### config.mk
export PLATFORM = sky130hd
export DESIGN_NAME = camera_capture
export DESIGN_NICKNAME = d
export VERILOG_FILES = /design/src/rtl/cam_pkg.sv /design/src/rtl/cam_sync.sv /design/src/rtl/camera_capture.sv
export SDC_FILE = /design/constraint.sdc
export NUM_CORES = 1
export LEC_CHECK = 0
export CAP_MARGIN = 30
export CORE_UTILIZATION = 50
export DETAILED_ROUTE_END_ITERATION = 7
export PLACE_DENSITY = 0.78
export SYNTH_ARGS = -nofsm -noshare
export SYNTH_HDL_FRONTEND = slang
export SYNTH_SLANG_ARGS = --single-unit
### constraint.sdc
create_clock -name clk_in -period 2.36 [get_ports clk_in]
set_input_delay 0.236 -clock clk_in [delete_from_list [all_inputs] [get_ports clk_in]]
set_output_delay 0.236 -clock clk_in [all_outputs]
set_load 0.05 [all_outputs]
### src/rtl/cam_pkg.sv
// Shared definitions for the camera capture block: capture FSM states,
// default frame geometry and the RGB565 -> RGB444 reduction.
package cam_pkg;

    localparam int H_PIXELS_DEF = 320;
    localparam int V_LINES_DEF  = 240;

    typedef enum logic [2:0] {
        WAIT_VS_HIGH,
        WAIT_VS_LOW,
        LINE_IDLE,
        BYTE_HI,
        BYTE_LO
    } cam_state_t;

    // Keep the top bits of each colour channel: {R[4:1], G[5:2], B[4:1]}.
    function automatic logic [11:0] rgb565_to_444(input logic [15:0] p);
        return {p[15:12], p[10:7], p[4:1]};
    endfunction

endpackage

### src/rtl/cam_sync.sv
// Brings the camera pixel bus into the clk_in domain. pclk gets a third
// flop so a rising edge can be detected; vsync, href and data stop at the
// second stage so they line up with the cycle the edge is reported in.
module cam_sync #(
    parameter int DATA_W = 8
) (
    input  logic              clk_in,
    input  logic              rst_in,
    input  logic              pclk_i,
    input  logic              vsync_i,
    input  logic              href_i,
    input  logic [DATA_W-1:0] data_i,
    output logic              pclk_edge_o,
    output logic              vsync_o,
    output logic              href_o,
    output logic [DATA_W-1:0] data_o
);

    logic [2:0]        pclk_q;
    logic [1:0]        vsync_q;
    logic [1:0]        href_q;
    logic [DATA_W-1:0] data1_q;
    logic [DATA_W-1:0] data2_q;

    // Strobe synchronisers; cleared on reset so no phantom edge or vsync appears.
    always_ff @(posedge clk_in) begin
        if (rst_in) begin
            pclk_q  <= '0;
            vsync_q <= '0;
            href_q  <= '0;
        end else begin
            pclk_q  <= {pclk_q[1:0], pclk_i};
            vsync_q <= {vsync_q[0], vsync_i};
            href_q  <= {href_q[0], href_i};
        end
    end

    // Data bus delayed by the same two stages as the strobes.
    always_ff @(posedge clk_in) begin
        data1_q <= data_i;
        data2_q <= data1_q;
    end

    assign pclk_edge_o = pclk_q[1] & ~pclk_q[2];
    assign vsync_o     = vsync_q[1];
    assign href_o      = href_q[1];
    assign data_o      = data2_q;

endmodule

### src/rtl/camera_capture.sv
// Camera pixel bus receiver: pairs bytes into RGB565 pixels, reduces them to
// RGB444 and tags each with column, row and a linear frame-buffer address.
module camera_capture
    import cam_pkg::*;
#(
    parameter int H_PIXELS = H_PIXELS_DEF,
    parameter int V_LINES  = V_LINES_DEF,
    parameter int ADDR_W   = 17
) (
    input  logic                        clk_in,
    input  logic                        rst_in,
    input  logic                        cam_pclk_in,
    input  logic                        cam_vsync_in,
    input  logic                        cam_href_in,
    input  logic [7:0]                  cam_data_in,
    output logic [11:0]                 pixel_out,
    output logic                        pixel_valid_out,
    output logic [$clog2(H_PIXELS)-1:0] hcount_out,
    output logic [$clog2(V_LINES)-1:0]  vcount_out,
    output logic [ADDR_W-1:0]           addr_out,
    output logic                        frame_done_out,
    output logic                        line_err_out
);

    localparam int HC_W  = $clog2(H_PIXELS);
    localparam int VC_W  = $clog2(V_LINES);
    // Internal counters need to hold the saturation values themselves.
    localparam int HCI_W = $clog2(H_PIXELS + 1);
    localparam int VCI_W = $clog2(V_LINES + 1);
    localparam logic [HCI_W-1:0]  H_MAX  = HCI_W'(H_PIXELS);
    localparam logic [VCI_W-1:0]  V_MAX  = VCI_W'(V_LINES);
    localparam logic [ADDR_W-1:0] H_STEP = ADDR_W'(H_PIXELS);

    logic       edge_s, vsync_s, href_s;
    logic [7:0] data_s;

    cam_sync #(.DATA_W(8)) u_sync (
        .clk_in      (clk_in),
        .rst_in      (rst_in),
        .pclk_i      (cam_pclk_in),
        .vsync_i     (cam_vsync_in),
        .href_i      (cam_href_in),
        .data_i      (cam_data_in),
        .pclk_edge_o (edge_s),
        .vsync_o     (vsync_s),
        .href_o      (href_s),
        .data_o      (data_s)
    );

    cam_state_t        state_q, state_d;
    logic [7:0]        hi_q, hi_d;
    logic [HCI_W-1:0]  hcnt_q, hcnt_d;
    logic [VCI_W-1:0]  vcnt_q, vcnt_d;
    logic [ADDR_W-1:0] addr_q, addr_d;
    logic [ADDR_W-1:0] base_q, base_d;
    logic [11:0]       pix_q, pix_d;
    logic              pvld_q, pvld_d;
    logic [HC_W-1:0]   hco_q, hco_d;
    logic [VC_W-1:0]   vco_q, vco_d;
    logic [ADDR_W-1:0] ao_q, ao_d;
    logic              fdone_q, fdone_d;
    logic              lerr_q, lerr_d;
    logic              in_line;

    // Next-state and output decode; vsync beats line end, line end beats a byte.
    always_comb begin
        state_d = state_q;
        hi_d    = hi_q;
        hcnt_d  = hcnt_q;
        vcnt_d  = vcnt_q;
        addr_d  = addr_q;
        base_d  = base_q;
        pix_d   = pix_q;
        pvld_d  = 1'b0;
        hco_d   = hco_q;
        vco_d   = vco_q;
        ao_d    = ao_q;
        fdone_d = 1'b0;
        lerr_d  = 1'b0;
        in_line = (state_q == BYTE_HI) || (state_q == BYTE_LO);

        case (state_q)
            WAIT_VS_HIGH: begin
                if (vsync_s) state_d = WAIT_VS_LOW;
            end
            WAIT_VS_LOW: begin
                if (!vsync_s) begin
                    hcnt_d  = '0;
                    vcnt_d  = '0;
                    addr_d  = '0;
                    base_d  = '0;
                    state_d = LINE_IDLE;
                end
            end
            LINE_IDLE, BYTE_HI, BYTE_LO: begin
                if (vsync_s) begin
                    // An aborted line still closes the frame it belonged to.
                    fdone_d = (vcnt_q != '0) || in_line;
                    lerr_d  = in_line;
                    state_d = WAIT_VS_LOW;
                end else if (in_line && !href_s) begin
                    // Odd byte count or short line: a single error pulse either way.
                    lerr_d  = (state_q == BYTE_LO) || ((hcnt_q != '0) && (hcnt_q < H_MAX));
                    hcnt_d  = '0;
                    if (vcnt_q < V_MAX) begin
                        vcnt_d = vcnt_q + VCI_W'(1);
                        base_d = base_q + H_STEP;
                        // Realign from the line base so a short line cannot skew addresses.
                        addr_d = base_q + H_STEP;
                    end
                    state_d = LINE_IDLE;
                end else if (edge_s && href_s) begin
                    if (state_q == BYTE_LO) begin
                        if ((hcnt_q < H_MAX) && (vcnt_q < V_MAX)) begin
                            pvld_d = 1'b1;
                            pix_d  = rgb565_to_444({hi_q, data_s});
                            hco_d  = hcnt_q[HC_W-1:0];
                            vco_d  = vcnt_q[VC_W-1:0];
                            ao_d   = addr_q;
                            hcnt_d = hcnt_q + HCI_W'(1);
                            addr_d = addr_q + ADDR_W'(1);
                        end
                        state_d = BYTE_HI;
                    end else begin
                        hi_d    = data_s;
                        state_d = BYTE_LO;
                    end
                end
            end
            default: state_d = WAIT_VS_HIGH;
        endcase
    end

    // State, counters and registered outputs.
    always_ff @(posedge clk_in) begin
        if (rst_in) begin
            state_q <= WAIT_VS_HIGH;
            hcnt_q  <= '0;
            vcnt_q  <= '0;
            addr_q  <= '0;
            base_q  <= '0;
            pix_q   <= '0;
            pvld_q  <= 1'b0;
            hco_q   <= '0;
            vco_q   <= '0;
            ao_q    <= '0;
            fdone_q <= 1'b0;
            lerr_q  <= 1'b0;
        end else begin
            state_q <= state_d;
            hcnt_q  <= hcnt_d;
            vcnt_q  <= vcnt_d;
            addr_q  <= addr_d;
            base_q  <= base_d;
            pix_q   <= pix_d;
            pvld_q  <= pvld_d;
            hco_q   <= hco_d;
            vco_q   <= vco_d;
            ao_q    <= ao_d;
            fdone_q <= fdone_d;
            lerr_q  <= lerr_d;
        end
    end

    // High byte holding register; its content is irrelevant until a new byte lands.
    always_ff @(posedge clk_in) begin
        hi_q <= hi_d;
    end

    assign pixel_out       = pix_q;
    assign pixel_valid_out = pvld_q;
    assign hcount_out      = hco_q;
    assign vcount_out      = vco_q;
    assign addr_out        = ao_q;
    assign frame_done_out  = fdone_q;
    assign line_err_out    = lerr_q;

endmodule
==> impl_summary.md, run 1 <==
Status
The run finished with clean final reports.

Clock network
TritonCTS built the clock tree. The number of buffers between clock root and the deepest sink is 2. The number of CTS-inserted buffers is 17. The tree built by TritonCTS fans out to ~130 sinks. The clock tree synthesis step divided the H-tree into 4 levels. The tree is rooted in a sky130_fd_sc_hd__clkbuf_16.

The CTS clock-pin slew for the worst setup and hold paths is ~0.060 ns. The later pin in the worst-skew pair is clocked with a latency of 0.43 ns.

Power and ir drop
The maximum vdd ir drop is around 0.71 mV. For this design the static power due to leakage is roughly 0.0025 uW. The clock network is responsible for about 44% of the overall power.

For this design the ratio of total power to cell area is 795 nW/um^2. The switching part of the total power is between 30% and 40%. The analysis attributes to net switching a power of 1750 uW. The relative contribution of sequential cells to total power is 40.0%. The relative contribution of combinational cells to total power is between 10% and 20%.

Cell internal power was estimated by the tool at 3890 uW.

GRT
The global-route congestion overflow total is 0. The number of antenna violations at the first check in global routing is 0. The first-pass GRT wire length is 23,400 um. The number of global-route vias before repair is about 4,700. The pin count of the biggest net entering global routing is 86. Global routing used ~26% of the available tracks across all layers.

Logic synthesis
The summed instance area of the synthesized netlist is approximately 5700 um^2. The top cell type by area accounts for between 40% and 50% of the synthesized area. Sorting the synthesized cells by area gives the leading types as sky130_fd_sc_hd__dfxtp_1 42%, sky130_fd_sc_hd__a21oi_1 6.3%, sky130_fd_sc_hd__o31ai_1 5.4%, sky130_fd_sc_hd__nand3_1 4.8%, sky130_fd_sc_hd__edfxtp_1 3.7%. In this run the mean area of a mapped cell was 9.01 um^2. The number of register bits inferred by synthesis is ~130.

The most common flop cell mapped by yosys is sky130_fd_sc_hd__dfxtp_1. The biggest area consumer among synthesized cells is sky130_fd_sc_hd__dfxtp_1. The share of flip-flops with an asynchronous set or reset is 0%. For this run, the number of Yosys warnings is 0. When the netlist entered floorplanning its net count stood at between 600 and 700. The fraction of the yosys area taken by sequential cells is a little under half.

The number of cells produced by synthesis is approximately 630. The number of different library cells used by synthesis comes to 66. The count of flip-flops with a built-in enable after synthesis is 7.

Timing
The highest clock frequency the design can meet is 457 MHz. Setup repair after global routing left no endpoint under its margin. The final clock skew is ~0.0072 ns.

On the final layout, the worst hold slack is 0.248 ns. The number of failing hold endpoints at the final stage came to 0. The part of the cycle the worst path needs is 92.8%. At the pin with the least slew margin, the transition time is around 0.9 ns.

The total setup violations reported at the end of the flow is 0. The final number of max-transition violations is 0. The worst path needs between 2 and 2.5 ns of the cycle, external delays included. The relative slew slack is 40.6%.

The final sum of negative setup slack is 0 ns.

Critical path
The number of buffers and inverters on the critical path is 2. The slowest stage cell on the critical path is sky130_fd_sc_hd__dfxtp_1. The launching element type of the critical path is a flip-flop. The capturing element type of the critical path is a flip-flop.

The critical-path maximum fanout is 19. The signal on the critical path passes through inv_1 -> o21ai_2 -> a21o_2 -> buf_4 -> o31ai_1 -> a21oi_1. The data required time at the worst endpoint is 2.71 ns.

The worst path arrival time is ~2.5 ns. For this run, the slowest stage of the critical path takes around 0.55 ns. The cell family with the largest share of critical-path delay is compound AO/OA/AOI/OAI gates. The setup path with the least slack is of type reg -> reg.

Flow run
The count of max-cap constraint violations is 0.

Detailed routing
The number of vias per cell after detailed routing is a little over 6. The detailed-route DRC error count is 0. After detailed routing, the total wire length is 14,400 um. Once detail routing completed, the nets flagged for antenna violations numbered 0. The number of vias after detailed routing is a little over 5,000. The post-detailed-route wirelength per cell is between 15 and 20 um. The starting DRC count in detailed routing is about 500. For this run, the detailed router's first-pass iteration total came to 5.

Final layout
The fraction of layout instances using a drive strength above 1 is around 13%. Relative to the synthesized area, the layout overhead comes to 25.2%. The net count of the finished layout is 710. The number of antenna repair diodes is 0.

The leading cell type in the layout, fill and taps excluded is sky130_fd_sc_hd__dfxtp_1. Cells fill roughly 65% of the core in the end. In the layout the commonest cells are 119 x sky130_fd_sc_hd__dfxtp_1, 71 x sky130_fd_sc_hd__a21oi_1, 60 x sky130_fd_sc_hd__clkdlybuf4s50_1.

Floorplan
The overall die width is roughly 110 um. The initial core utilization is roughly half. The die outline height is about 110 um. The floorplan has 38 rows. The core region is 10,900 um^2. a little over 60 I/O pins were placed.

The floorplan step defined a die boundary enclosing approximately 12,000 um^2.

Min path
The worst hold-check path type is in -> reg.

Placement
The half-perimeter wire length after detailed placement is 9470 um. The routability congestion estimate is 0.929. The number of port buffers is between 60 and 70.
==> power groups by stage <==
stage / registers (uW) / logic (uW) / clock network, uW
5_1_grt: 2260 / 963 / 2630
2_1_floorplan: 2300 / 605 / 0
3_5_place_dp: 2300 / 870 / 0
6_report: 2250 / 895 / 2490
3_3_place_gp: 2290 / 855 / 0
4_1_cts: 2250 / 877 / 2520
==> layout make-up <==
type / instances / area, um^2
repair buffers: 96 / 906
multi-input cells: 436 / 2780
inverters: 13 / 48.8
fillers: 905 / 3850
clock buffers: 17 / 425
well taps: 140 / 175
clock inverters: 15 / 139
flip-flops and latches: 127 / 2610
==> worst register-to-register path: cells and delay by family, from the launching register on <==
family | cells | cell delay, ns
buffers and inverters | 2 | 0.49
flip-flops | 1 | 0.55
AO/OA/AOI/OAI | 4 | 1.07
==> routing by layer <==
layer,GRT usage (%),wire length [um],up-vias
li1,-,-,2480
met3,6.81,937,25
met4,12.4,359,0
met2,38.8,6690,192
met1,34.1,6410,2499
met5,0,0,-
==> metrics by stage <==
stage	total power [uW]	instance area [um^2]	worst slack, ns	cells
floorplan	2900	5660	0.586	628
CTS	5650	7030	0.0170	837
global route	5860	7090	0.00783	844
detailed placement	3170	6460	0.0543	805
finish	5640	7090	0.171	844
global placement	3150	6460	0.153	805
==> path summary, 6_finish.rpt <==
| path | start | cells after the start | endpoint | slack, ns |
|---|---|---|---|---|
| worst max-delay path | state_q[1] | 6 | hcount_out[5] | 0.17 |
| worst min register to register | u_sync.data1_q[7] | 0 | u_sync.data_o[7] | 0.33 |
| worst max register to register | state_q[1] | 6 | hcount_out[5] | 0.17 |
| worst min-delay path | cam_data_in[5] | 1 | u_sync.data1_q[5] | 0.25 |
==> cell families (layout without fill, tap and decap cells) <==
logic type | after synthesis | count (layout) | synth area share [%]
AOI/OAI and AO/OA | 218 | 218 | 26.1
xor gates and xnor gates | 16 | 16 | 2.48
adders and majority gates | 6 | 6 | 1.33
buffers and inverters | 65 | 141 | 5.06
DFF | 127 | 127 | 46.2
muxes | 1 | 1 | 0.177
and+or+nand+nor | 195 | 195 | 18.7
==> repair_timing <==
item | 4_1_cts | 5_1_grt
hold buffers | 0 | 0
gates resized for setup | 0 | 3
setup buffers | 0 | 7
setup endpoints to repair | 0 | 63
==> synthesized netlist by cell type (all sizes together) (9+ instances only) <==
cell type,instances
a21oi,73
buf,27
clkbuf,25
dfxtp,120
inv,13
nand2,25
nand3,54
nor2,34
nor2b,13
nor3,13
nor3b,9
o21ai,37
o31ai,41
xnor2,9
==> state kept, by name (all words and copies together) (netlist names), 9 cells and up <==
name	flops
addr_out	17
addr_q	17
pixel_out	12
base_q	11
hcnt_q	9
hcount_out	9
Power figures use the tool's default switching activity.
==> run 2, diff against run 1 <==
Settings changed: CTS_CLUSTER_DIAMETER set to 200.
==> results of run 2 <==
No change in the layout: final DEF, timing and power equal those of run 1.
